==> src/rtl/circuit_sweep_pkg.sv <==
// Shared types and helpers for the exhaustive-sweep signature checker.
// Contents:
//   state_e    - sweep FSM states
//   DEF_POLY   - default MISR feedback polynomial
//   DEF_SEED   - default MISR seed
//   misr_step  - one MISR update, generic up to MISR_MAX_W bits
package circuit_sweep_pkg;

  typedef enum logic [1:0] {
    ST_IDLE   = 2'd0,
    ST_SETTLE = 2'd1,
    ST_SAMPLE = 2'd2,
    ST_DONE   = 2'd3
  } state_e;

  localparam logic [15:0] DEF_POLY = 16'h1021;
  localparam logic [15:0] DEF_SEED = 16'h0000;

  localparam int unsigned MISR_MAX_W = 64;

  // Shift left, fold in the polynomial when the MSB of the w-bit register is
  // set, then xor in the data word. The result is masked to w bits.
  function automatic logic [MISR_MAX_W-1:0] misr_step(
    input logic [MISR_MAX_W-1:0] sig,
    input logic [MISR_MAX_W-1:0] data,
    input logic [MISR_MAX_W-1:0] poly,
    input int unsigned           w
  );
    logic [MISR_MAX_W-1:0] mask;
    logic                  msb;
    mask = (w >= MISR_MAX_W) ? '1 : ((MISR_MAX_W'(1) << w) - MISR_MAX_W'(1));
    msb  = sig[6'(w - 1)];
    return (((sig << 1) ^ (msb ? poly : MISR_MAX_W'(0))) ^ data) & mask;
  endfunction

endpackage

==> src/rtl/circuit_sweep_checker_misr.sv <==
// Multiple-input signature register used by the sweep checker.
// Ports:
//   clk, rst_n         - clock, async active-low reset (register resets to SEED)
//   load_i             - reload SEED (wins over enable_i)
//   enable_i           - fold data_i into the signature this cycle
//   data_i [DATA_W]    - response word, zero-extended to SIG_W
//   sig_o  [SIG_W]     - registered signature
//   sig_next_c_o       - combinational next value if enable_i were applied
module sweep_misr
  import circuit_sweep_pkg::*;
#(
  parameter int unsigned       SIG_W  = 16,
  parameter int unsigned       DATA_W = 5,
  parameter logic [SIG_W-1:0]  POLY   = SIG_W'(DEF_POLY),
  parameter logic [SIG_W-1:0]  SEED   = SIG_W'(DEF_SEED)
) (
  input  logic              clk,
  input  logic              rst_n,
  input  logic              load_i,
  input  logic              enable_i,
  input  logic [DATA_W-1:0] data_i,
  output logic [SIG_W-1:0]  sig_o,
  output logic [SIG_W-1:0]  sig_next_c_o
);

  logic [SIG_W-1:0] sig_q;
  logic [SIG_W-1:0] sig_d;

  // Single MISR step on the current register value.
  always_comb begin
    sig_next_c_o = SIG_W'(misr_step(MISR_MAX_W'(sig_q), MISR_MAX_W'(data_i),
                                    MISR_MAX_W'(POLY), SIG_W));
  end

  // Next-state select: load, fold, or hold.
  always_comb begin
    sig_d = sig_q;
    if (load_i) begin
      sig_d = SEED;
    end else if (enable_i) begin
      sig_d = sig_next_c_o;
    end
  end

  always_ff @(posedge clk or negedge rst_n) begin
    if (!rst_n) begin
      sig_q <= SEED;
    end else begin
      sig_q <= sig_d;
    end
  end

  assign sig_o = sig_q;

endmodule

==> config.mk <==
export PLATFORM = sky130hd
export DESIGN_NAME = sweep_misr
export DESIGN_NICKNAME = d
export VERILOG_FILES = /design/src/rtl/circuit_sweep_pkg.sv /design/src/rtl/circuit_sweep_checker_misr.sv
export SDC_FILE = /design/constraint.sdc
export NUM_CORES = 1
export LEC_CHECK = 0
export CORE_UTILIZATION = 38
export CTS_CLUSTER_SIZE = 40
export DETAILED_ROUTE_END_ITERATION = 10
export HOLD_SLACK_MARGIN = 0.06
export PLACE_DENSITY = 0.85
export SLEW_MARGIN = 30
export SYNTH_ARGS = -nofsm -noshare
export SYNTH_HDL_FRONTEND = slang
export SYNTH_SLANG_ARGS = --single-unit
export TNS_END_PERCENT = 1
==> constraint.sdc <==
create_clock -name clk -period 2 [get_ports clk]
set_input_delay 0.4 -clock clk [delete_from_list [all_inputs] [get_ports clk]]
set_output_delay 0.4 -clock clk [all_outputs]
set_load 0.02 [all_outputs]
==> results of run 1 <==
critical path: cells and delay by family:
family	cells	cell delay [ns]
buffers and inverters	3	0.80
XOR/XNOR	1	0.22
where the power goes:
group	leakage (nW)	switching, W	internal, W
clock	0.0138	0.0000921	0.0000698
combinational	0.370	0.0000922	0.0000945
sequential	0.215	0.0000129	0.000336
per-layer routing:
layer / global-route usage, % / part of all wire [%] / vias to the layer above
met5: 0 / 0 / -
met2: 22.7 / 46 / 28
met1: 20.4 / 48 / 280
met4: 5.88 / 0 / 0
li1: - / - / 306
met3: 3.46 / 6.4 / 0
stage by stage:
step	total power, W	util (%)
final	0.000697	61.3
after global routing	0.000734	61.3
after CTS	0.000705	60.1
after detailed placement	0.000549	59.2
after global placement	0.000545	59.2
after floorplan	0.000458	-
placed cells by master, fill, tap and decap left out:
cell type / instances
dlygate4sd2_1: 4
mux2i_1: 9
xnor2_2: 2
dlymetal6s2s_1: 3
xnor2_1: 5
dfrtp_2: 1
nor2_1: 16
clkbuf_4: 3
clkdlybuf4s50_1: 33
inv_1: 7
buf_4: 6
dfrtp_1: 15
a211oi_2: 3
a211oi_1: 4
cell type report:
class	count	area [sq um]
Multi-Input combinational cell	39	294
Sequential cell	16	402
Fill cell	168	776
Inverter	7	26.3
Clock buffer	3	22.5
Tap cell	27	33.8
Timing Repair Buffer	46	448
worst max-delay path by stage:
stage / start / to / slack [ns] / cells past startpoint
after floorplan: sig_o[15] / sig_next_c_o[0] / 0.72 / 2
after global placement: data_i[3] / sig_next_c_o[3] / -0.02 / 4
after detailed placement: data_i[0] / sig_next_c_o[0] / -0.06 / 4
after CTS: sig_o[15] / sig_next_c_o[5] / -0.06 / 3
after global routing: data_i[0] / sig_next_c_o[0] / 0.09 / 4
final: data_i[3] / sig_next_c_o[3] / 0.18 / 4
what timing repair did:
action | 4_1_cts | 5_1_grt
pin swaps | 0 | 0
setup endpoints to repair | 6 | 3
resized for setup | 4 | 6
cloned | 0 | 0
logic make-up after synthesis:
group	after synthesis
buf+inv	21
flops	16
simple gates	16
mux	9
compound gates	7
xor+xnor	7
==> impl_results.md, run 1 <==
* TritonCTS clock tree: built
* Height of the die at 48.7 um
* Worst Max-Slew Pin Slew at 0.708 ns
* Synthesized instance count at 76
* Combined global-route utilization of all metal layers at 14.9%
* Worst setup EP type: output port
* Combinational family with the most area after synthesis: buffers and inverters
* CP arrival at between 1 and 1.5 ns
* Sequence of cells on the critical path: clkdlybuf4s50_1 -> xnor2_1 -> inv_1 -> dlygate4sd2_1
* Synth Area in Adders at 0%
* Maximum buffer depth of the clock tree at 2
* Synth Register Bits at 16
* Synth cell types at 13
* Worst r2r src: sig_o[15]
* Fraction of synthesized area in multiplexers at between 10% and 20%
* Width of the die at 48.7 um
* DRC violation count after routing at 0
* RePlAce Congestion at 0.682
* Share of synthesized cell area in and, or, nand and nor gates at 7.24%
* Setup Buffers After CTS at 0
* Area growth from synthesis to final layout at 47.8%
* Routed length per placed instance at 11.7 um
* Portion of the post-synthesis area used by sequential elements at 48.3%
* Minimum clock period after layout at 1.82 ns
* Clock latency on the worst-skew pair at 0.28 ns
* Top cell type by total area after synthesis: dfrtp_1
* Total instance count after detailed placement at roughly 140
* Final design area excluding fillers at 1230 sq um
* Number of I/O port buffers at 40
* Maximum clock skew at final layout at roughly 0.004 ns
* Hold/Removal Path Class: in2async
* Destination of the worst register-to-register timing path: sig_o[0]
* Startpoint types: primary input
* Part of the cycle the worst path needs at between 90% and 100%
* FP Rows at 16
* GR Overflow Total at 0
* Number of DRC markers in iteration 0 at 2
* Required time reported for the critical path endpoint at 1.60 ns
* Most numerous cell types in the synthesized netlist: dfrtp_1 (16), nor2_1 (16), buf_4 (9), mux2i_1 (9)
* Post-CTS clock slew at the launch and capture registers of the worst setup and hold paths at 0.09 ns
* Compound-cell area share of the yosys netlist at 8.14%
* Post-synth EDFFs at 0
* Routed via count at 614
* Post-detailed-routing wire length at ~1.6 mm
* Synthesized area per cell at 10.9 sq um
* Synth Net Count at 85
* Path type of the worst setup path: in2out
* Slowest cell on the critical path: clkdlybuf4s50_1
* TritonCTS Buffers at 3
* Setup repair after global routing missed its margin: no
* Total power divided by cell area at 569 nW/um^2
* Largest net degree at the start of global routing at 24
* Depth of the CTS H-tree at 1
* Parity-gate share of the synthesized area counting xor and xnor cells at 7.39%
* Number of warnings issued by yosys at 0
* Max-slew violation count at 0
* VDD IR max at 0.372 mV
* Synth async-reset ratio at 100%
* Final-layout setup total negative slack at 0 ns
* Clock root cell: clkbuf_4
* TritonRoute pass-1 iters at 2
* Final worst-path setup slack at 0.178 ns
* Number of global-route vias before repair at 574
* Finished Layout Cells at 138
* Number of antenna violations at the first check in global routing at 0
* Via-to-Cell Ratio at 4.45
* Run status: finished clean
* Fraction of layout cells with a size suffix above 1 at 13.5%
* Number of top-level design ports at 41
* Diode insertion count for antenna repair at 0
* Flip-flop count of the largest register after layout at 16
* R2r worst-path depth at 3
* Delay contributed by the slowest stage of the critical path at roughly 0.43 ns
* Endpoints failing hold at 0
* Setup violations, final at 0
* Std-Cell Core Area at 2000 sq um
* Share of the synthesized area in the top cell type at 48.3%
* Hold bufs inserted after CTS at 0
* Most area-consuming cells after synthesis: dfrtp_1 (48%), mux2i_1 (11%), buf_4 (8.1%)
* Number of nets with antenna violations after routing at 0
* Mapped cell area at between 800 and 900 sq um
* Global-route wire length before repair at 2.70 mm
* Post-detailed-placement cell area at 1180 sq um
* Primary flip-flop cell chosen by synthesis mapping: dfrtp_1
* Reported max-cap violation count at 0
* Sinks on Clock Net at 16
* Critical Path Fanout Max at 2
* Fmax at 549 MHz
* Floorplan die area at 2370 sq um
* Setup slack of the worst register-to-register path at 0.92 ns
* Initial core utilization at between 40% and 50%
* Worst setup slack before clock tree synthesis at -0.0622 ns
* # nets final at 122
* Worst slew margin at 52.7%
* WHS at 0.541 ns
* Leakage power of the design at 0.599 nW
Note: power is estimated with default switching activity, not from simulation.
==> run 2: changes to the inputs <==
- ABC_CLOCK_PERIOD_IN_PS: not set -> 2200
- clock period: 2 -> 2.2 ns (I/O delays scaled with it)
==> impl_results.md, run 2 (synthesis gave the netlist of run 1 again) <==
* Area growth from synthesis to final layout at 41.0%
* Fill count at 176
* Quantity of gates resized following cts at 0
* Met3 track utilization from global routing at 3.46%
* Final worst-path setup slack at 0.0491 ns
* Path type of the worst setup path: in2out
* Setup violations, final at 0
* Detailed placement HPWL at 1.09 mm
* Clock root cell: clkbuf_4
* Maximum buffer depth of the clock tree at 2
* TritonCTS Buffers at 3
* Worst slew margin at 53.4%
* Initial core utilization at 41.4%
* Largest net degree at the start of global routing at 24
* TritonCTS clock tree: built
* Hold bufs inserted after CTS at 0
* Sinks on Clock Net at 16
* Via-to-Cell Ratio at roughly 4.6
* Reported max-cap violation count at 0
* Fmax at ~460 MHz
* Number of top-level design ports at 41
* Std-Cell Core Area at 2000 sq um
* Maximum clock skew at final layout at 0.00229 ns
* Register Area at 400 sq um
* Grt met2 use at 20.1%
* Minimum clock period after layout at 2.15 ns
* Combined global-route utilization of all metal layers at between 10% and 20%
* Diode insertion count for antenna repair at 0
* Commonest non-fill, non-tap cell in the layout: clkdlybuf4s50_1
* Required time reported for the critical path endpoint at 1.76 ns
* FP Rows at 16
* Setup Buffers After CTS at 0
* Fraction of layout cells with a size suffix above 1 at 6.60%
* Total instance count after detailed placement at 130
* Flip-flop count of the largest register after layout at 16
* Area of the multi-input gates at 279 sq um
* Clock latency on the worst-skew pair at 0.27 ns
* # nets final at 117
* Worst setup slack before clock tree synthesis at 0.0515 ns
* Routed length per placed instance at approximately 12 um
* Max-slew violation count at 0
* Setup repair after global routing missed its margin: no
* Final-layout setup total negative slack at 0 ns
* RePlAce Congestion at 0.675
* Number of global-route vias before repair at 540
* Global-route wire length before repair at 2.46 mm
* Height of the die at 48.7 um
* Critical Path Fanout Max at 2
* Leakage power of the design at roughly 0.53 nW
* Floorplan die area at 2370 sq um
* Finished Layout Cells at 133
* CP arrival at 1.71 ns
* Hold/Removal Path Class: in2async
* GR Overflow Total at 0
* Post-detailed-placement cell area at roughly 1100 sq um
* Run status: finished clean
* Number of I/O port buffers at 40
* Number of nets with antenna violations after routing at 0
* VDD IR max at 0.302 mV
* Number of DRC markers in iteration 0 at 7
* Most frequent cells in the layout: clkdlybuf4s50_1 (40), nor2_1 (16), dfrtp_1 (16)
* Busiest layer in global routing: met2
* Part of the cycle the worst path needs at 97.8%
* DRC violation count after routing at 0
* Routed via count at slightly above 600
* Worst Max-Slew Pin Slew at 0.697 ns
* Met1 Use GR at 18.7%
* Endpoints failing hold at 0
* Post-CTS clock slew at the launch and capture registers of the worst setup and hold paths at 0.09 ns
* Width of the die at about 49 um
* Number of antenna violations at the first check in global routing at 0
* TritonRoute pass-1 iters at 4
* Post-detailed-routing wire length at ~1.5 mm
* Startpoint types: primary input
* Worst setup EP type: output port
* Final core area utilization at 58.4%
* Depth of the CTS H-tree at 1
* Total power divided by cell area at approximately 530 nW/um^2
* Final design area excluding fillers at 1170 sq um
==> run 2: changes by cell type in the layout (fill, tap and decap cells not counted) <==
cell	before	now
buf_4	6	1
clkdlybuf4s50_1	33	40
dfrtp_1	15	16
dfrtp_2	1	0
dlygate4sd2_1	4	0
dlymetal6s2s_1	3	0
xnor2_1	5	7
xnor2_2	2	0
==> run 2: power breakdown <==
group	switching (W)	internal, W
registers	0.0000107	0.000305
logic	0.0000818	0.0000798
clock network	0.0000815	0.0000633
==> run 2: final timing paths <==
| kind | startpoint | to | slack, ns | depth (start not counted) |
|---|---|---|---|---|
| min in group clk | sig_o[9] | sig_o[9] | 0.59 | 2 |
| max in group asynchronous | rst_n | sig_o[14] | 1.18 | 1 |
| worst min-delay path | rst_n | sig_o[7] | 0.58 | 1 |
| worst min register to register | sig_o[9] | sig_o[9] | 0.59 | 2 |
| worst max register to register | sig_o[15] | sig_o[0] | 1.21 | 2 |
| worst max-delay path | data_i[0] | sig_next_c_o[0] | 0.05 | 4 |
==> run 2: area by class of cell <==
type	instances	share of cell area, %
Clock buffer	3	1.93
Inverter	7	2.25
Sequential cell	16	34.2
Multi-Input combinational cell	39	23.9
Timing Repair Buffer	41	34.9
Tap cell	27	2.89
==> run 2: per-layer routing <==
metal	vias to the layer above	share of wire (%)
met3	2	7.1
met2	30	46
met4	0	0.45
met1	283	46
met5	-	0
li1	298	-
==> run 2: critical path, cell delays in order <==
cell             delay (ns)
clkdlybuf4s50_1        0.42
xnor2_1                0.23
inv_1                  0.08
clkdlybuf4s50_1        0.54
==> run 2: through the flow <==
step / power, W / hold slack [ns]
floorplan: 0.000417 / 0.144
global placement: 0.000482 / 0.555
detailed placement: 0.000484 / 0.570
CTS: 0.000628 / 0.593
global route: 0.000651 / 0.624
finish: 0.000622 / 0.582
==> run 3: changes to the inputs <==
- GPL_TIMING_DRIVEN: not set -> 0
==> impl_results.md, run 3 (synthesis gave the netlist of run 1 again) <==
* WHS Path Cells at 2
* Setup repair after global routing missed its margin: no
* Post-detailed-routing wire length at between 1.5 and 2 mm
* Clock root cell: clkbuf_4
* CP arrival at around 1.7 ns
* Post-detailed-placement cell area at between 1000 and 1500 sq um
* Hold bufs inserted after CTS at 0
* DRC violation count after routing at 0
* Maximum buffer depth of the clock tree at 2
* Cell type group with the largest total delay on the critical path: buffers and inverters
* Final total power at 0.000683 W
* Startpoint types: primary input
* Total power divided by cell area at about 520 nW/um^2
* Worst slew margin at 52.9%
* FP Rows at 16
* Endpoints failing hold at 0
* Global-route wire length before repair at 2.95 mm
* Worst Max-Slew Pin Slew at just over 0.7 ns
* Part of the cycle the worst path needs at 97.3%
* Setup Buffers After CTS at 0
* Final design area excluding fillers at 1310 sq um
* Routed length per placed instance at 11.7 um
* Combined global-route utilization of all metal layers at 15.7%
* Finished Layout Cells at 145
* # nets final at 128
* Slowest cell on the critical path: clkdlybuf4s50_1
* Destination of the worst register-to-register timing path: sig_o[0]
* Sinks on Clock Net at 16
* Max-slew violation count at 0
* Largest net degree at the start of global routing at 17
* Quantity of gates resized following cts at 0
* Reported max-cap violation count at 0
* R2r worst-path depth at 2
* Flip-flop count of the largest register after layout at 16
* VDD IR max at 0.392 mV
* Number of nets with antenna violations after routing at 0
* Fmax at 467 MHz
* Leakage power of the design at 0.620 nW
* Clock latency on the worst-skew pair at ~0.28 ns
* Delay contributed by the slowest stage of the critical path at 0.59 ns
* Number of I/O port buffers at 38
* Sequence of cells on the critical path: clkdlybuf4s50_1 -> xnor2_2 -> inv_1 -> clkdlybuf4s50_1
* Setup slack of the worst register-to-register path at 1.20 ns
* Critical Path Fanout Max at 2
* Most frequent cells in the layout: clkdlybuf4s50_1 (37), nor2_1 (16), dfrtp_1 (16)
* Cell type with the highest occurrence count on the critical path: clkdlybuf4s50_1
* Number of top-level design ports at 41
* TritonRoute pass-1 iters at 3
* Fill count at approximately 160
* Path type of the worst setup path: in2out
* TritonCTS Buffers at 3
* Floorplan die area at 2370 sq um
* Depth of the CTS H-tree at 1
* Total instance count after detailed placement at between 100 and 150
* Worst setup path start: data_i[2]
* Detailed placement HPWL at 1.26 mm
* Maximum clock skew at final layout at 0.00282 ns
* Std-Cell Core Area at 2000 sq um
* TritonCTS clock tree: built
* Post-CTS clock slew at the launch and capture registers of the worst setup and hold paths at 0.09 ns
* Combined buffer and inverter count along the critical path at 3
* GR Overflow Total at 0
* Area growth from synthesis to final layout at 57.3%
* Number of DRC markers in iteration 0 at 10
* Hold_sp: load_i
* Number of antenna violations at the first check in global routing at 0
* Number of global-route vias before repair at 630
* Setup violations, final at 0
* Routed via count at 649
* Worst setup EP type: output port
* Hold/Removal Path Class: in2reg
* Final-layout setup total negative slack at 0 ns
* Minimum clock period after layout at 2.14 ns
* Fraction of layout cells with a size suffix above 1 at 20.3%
* Worst r2r src: sig_o[15]
* Hold path endpoint: sig_o[0]
* Required time reported for the critical path endpoint at 1.76 ns
* Commonest non-fill, non-tap cell in the layout: clkdlybuf4s50_1
* Width of the die at 48.7 um
* RePlAce Congestion at 0.732
* WHS at 0.418 ns
* Height of the die at about 49 um
* Run status: finished clean
* Initial core utilization at around two fifths
* Via-to-Cell Ratio at ~4.5
* Diode insertion count for antenna repair at 0
[run 3: through the flow]
step	utilization (%)	worst slack, ns
global placement	62.1	0.0958
detailed placement	62.1	0.0126
finish	65.2	0.0598
floorplan	-	0.876
global route	65.2	0.0137
CTS	63.9	0.0126
[run 3: metal layers]
layer  vias up  wire length (um)  GRT usage (%)
li1        320                 -              -
met1       301               759           20.6
met2        28               831           26.6
met3         0                98           3.46
met4         0                 0           2.94
met5         -                 0              0
[run 3: report_power, final]
group	leakage (nW)	switching [W]	internal, W	total (W)
clock	0.0210	0.0000897	0.000101	0.000190
sequential	0.217	0.0000114	0.000305	0.000317
combinational	0.382	0.0000853	0.0000911	0.000176
[run 3: worst max-delay path by stage]
stage                                 end  cells past startpoint  slack [ns]
after global placement    sig_next_c_o[0]                      4         0.1
after global routing      sig_next_c_o[2]                      4        0.01
after floorplan           sig_next_c_o[0]                      2        0.88
after CTS                 sig_next_c_o[0]                      4        0.01
final                     sig_next_c_o[2]                      4        0.06
after detailed placement  sig_next_c_o[0]                      4        0.01
[run 3: final cells by class]
type | count | area (sq um) | area share [%]
multi-input combinational | 39 | 302 | 23.1
clock buffer | 4 | 36.3 | 2.78
inverter | 7 | 26.3 | 2.01
sequential | 16 | 400 | 30.7
tap | 27 | 33.8 | 2.59
timing repair buffer | 38 | 383 | 29.3
buffer | 14 | 124 | 9.49
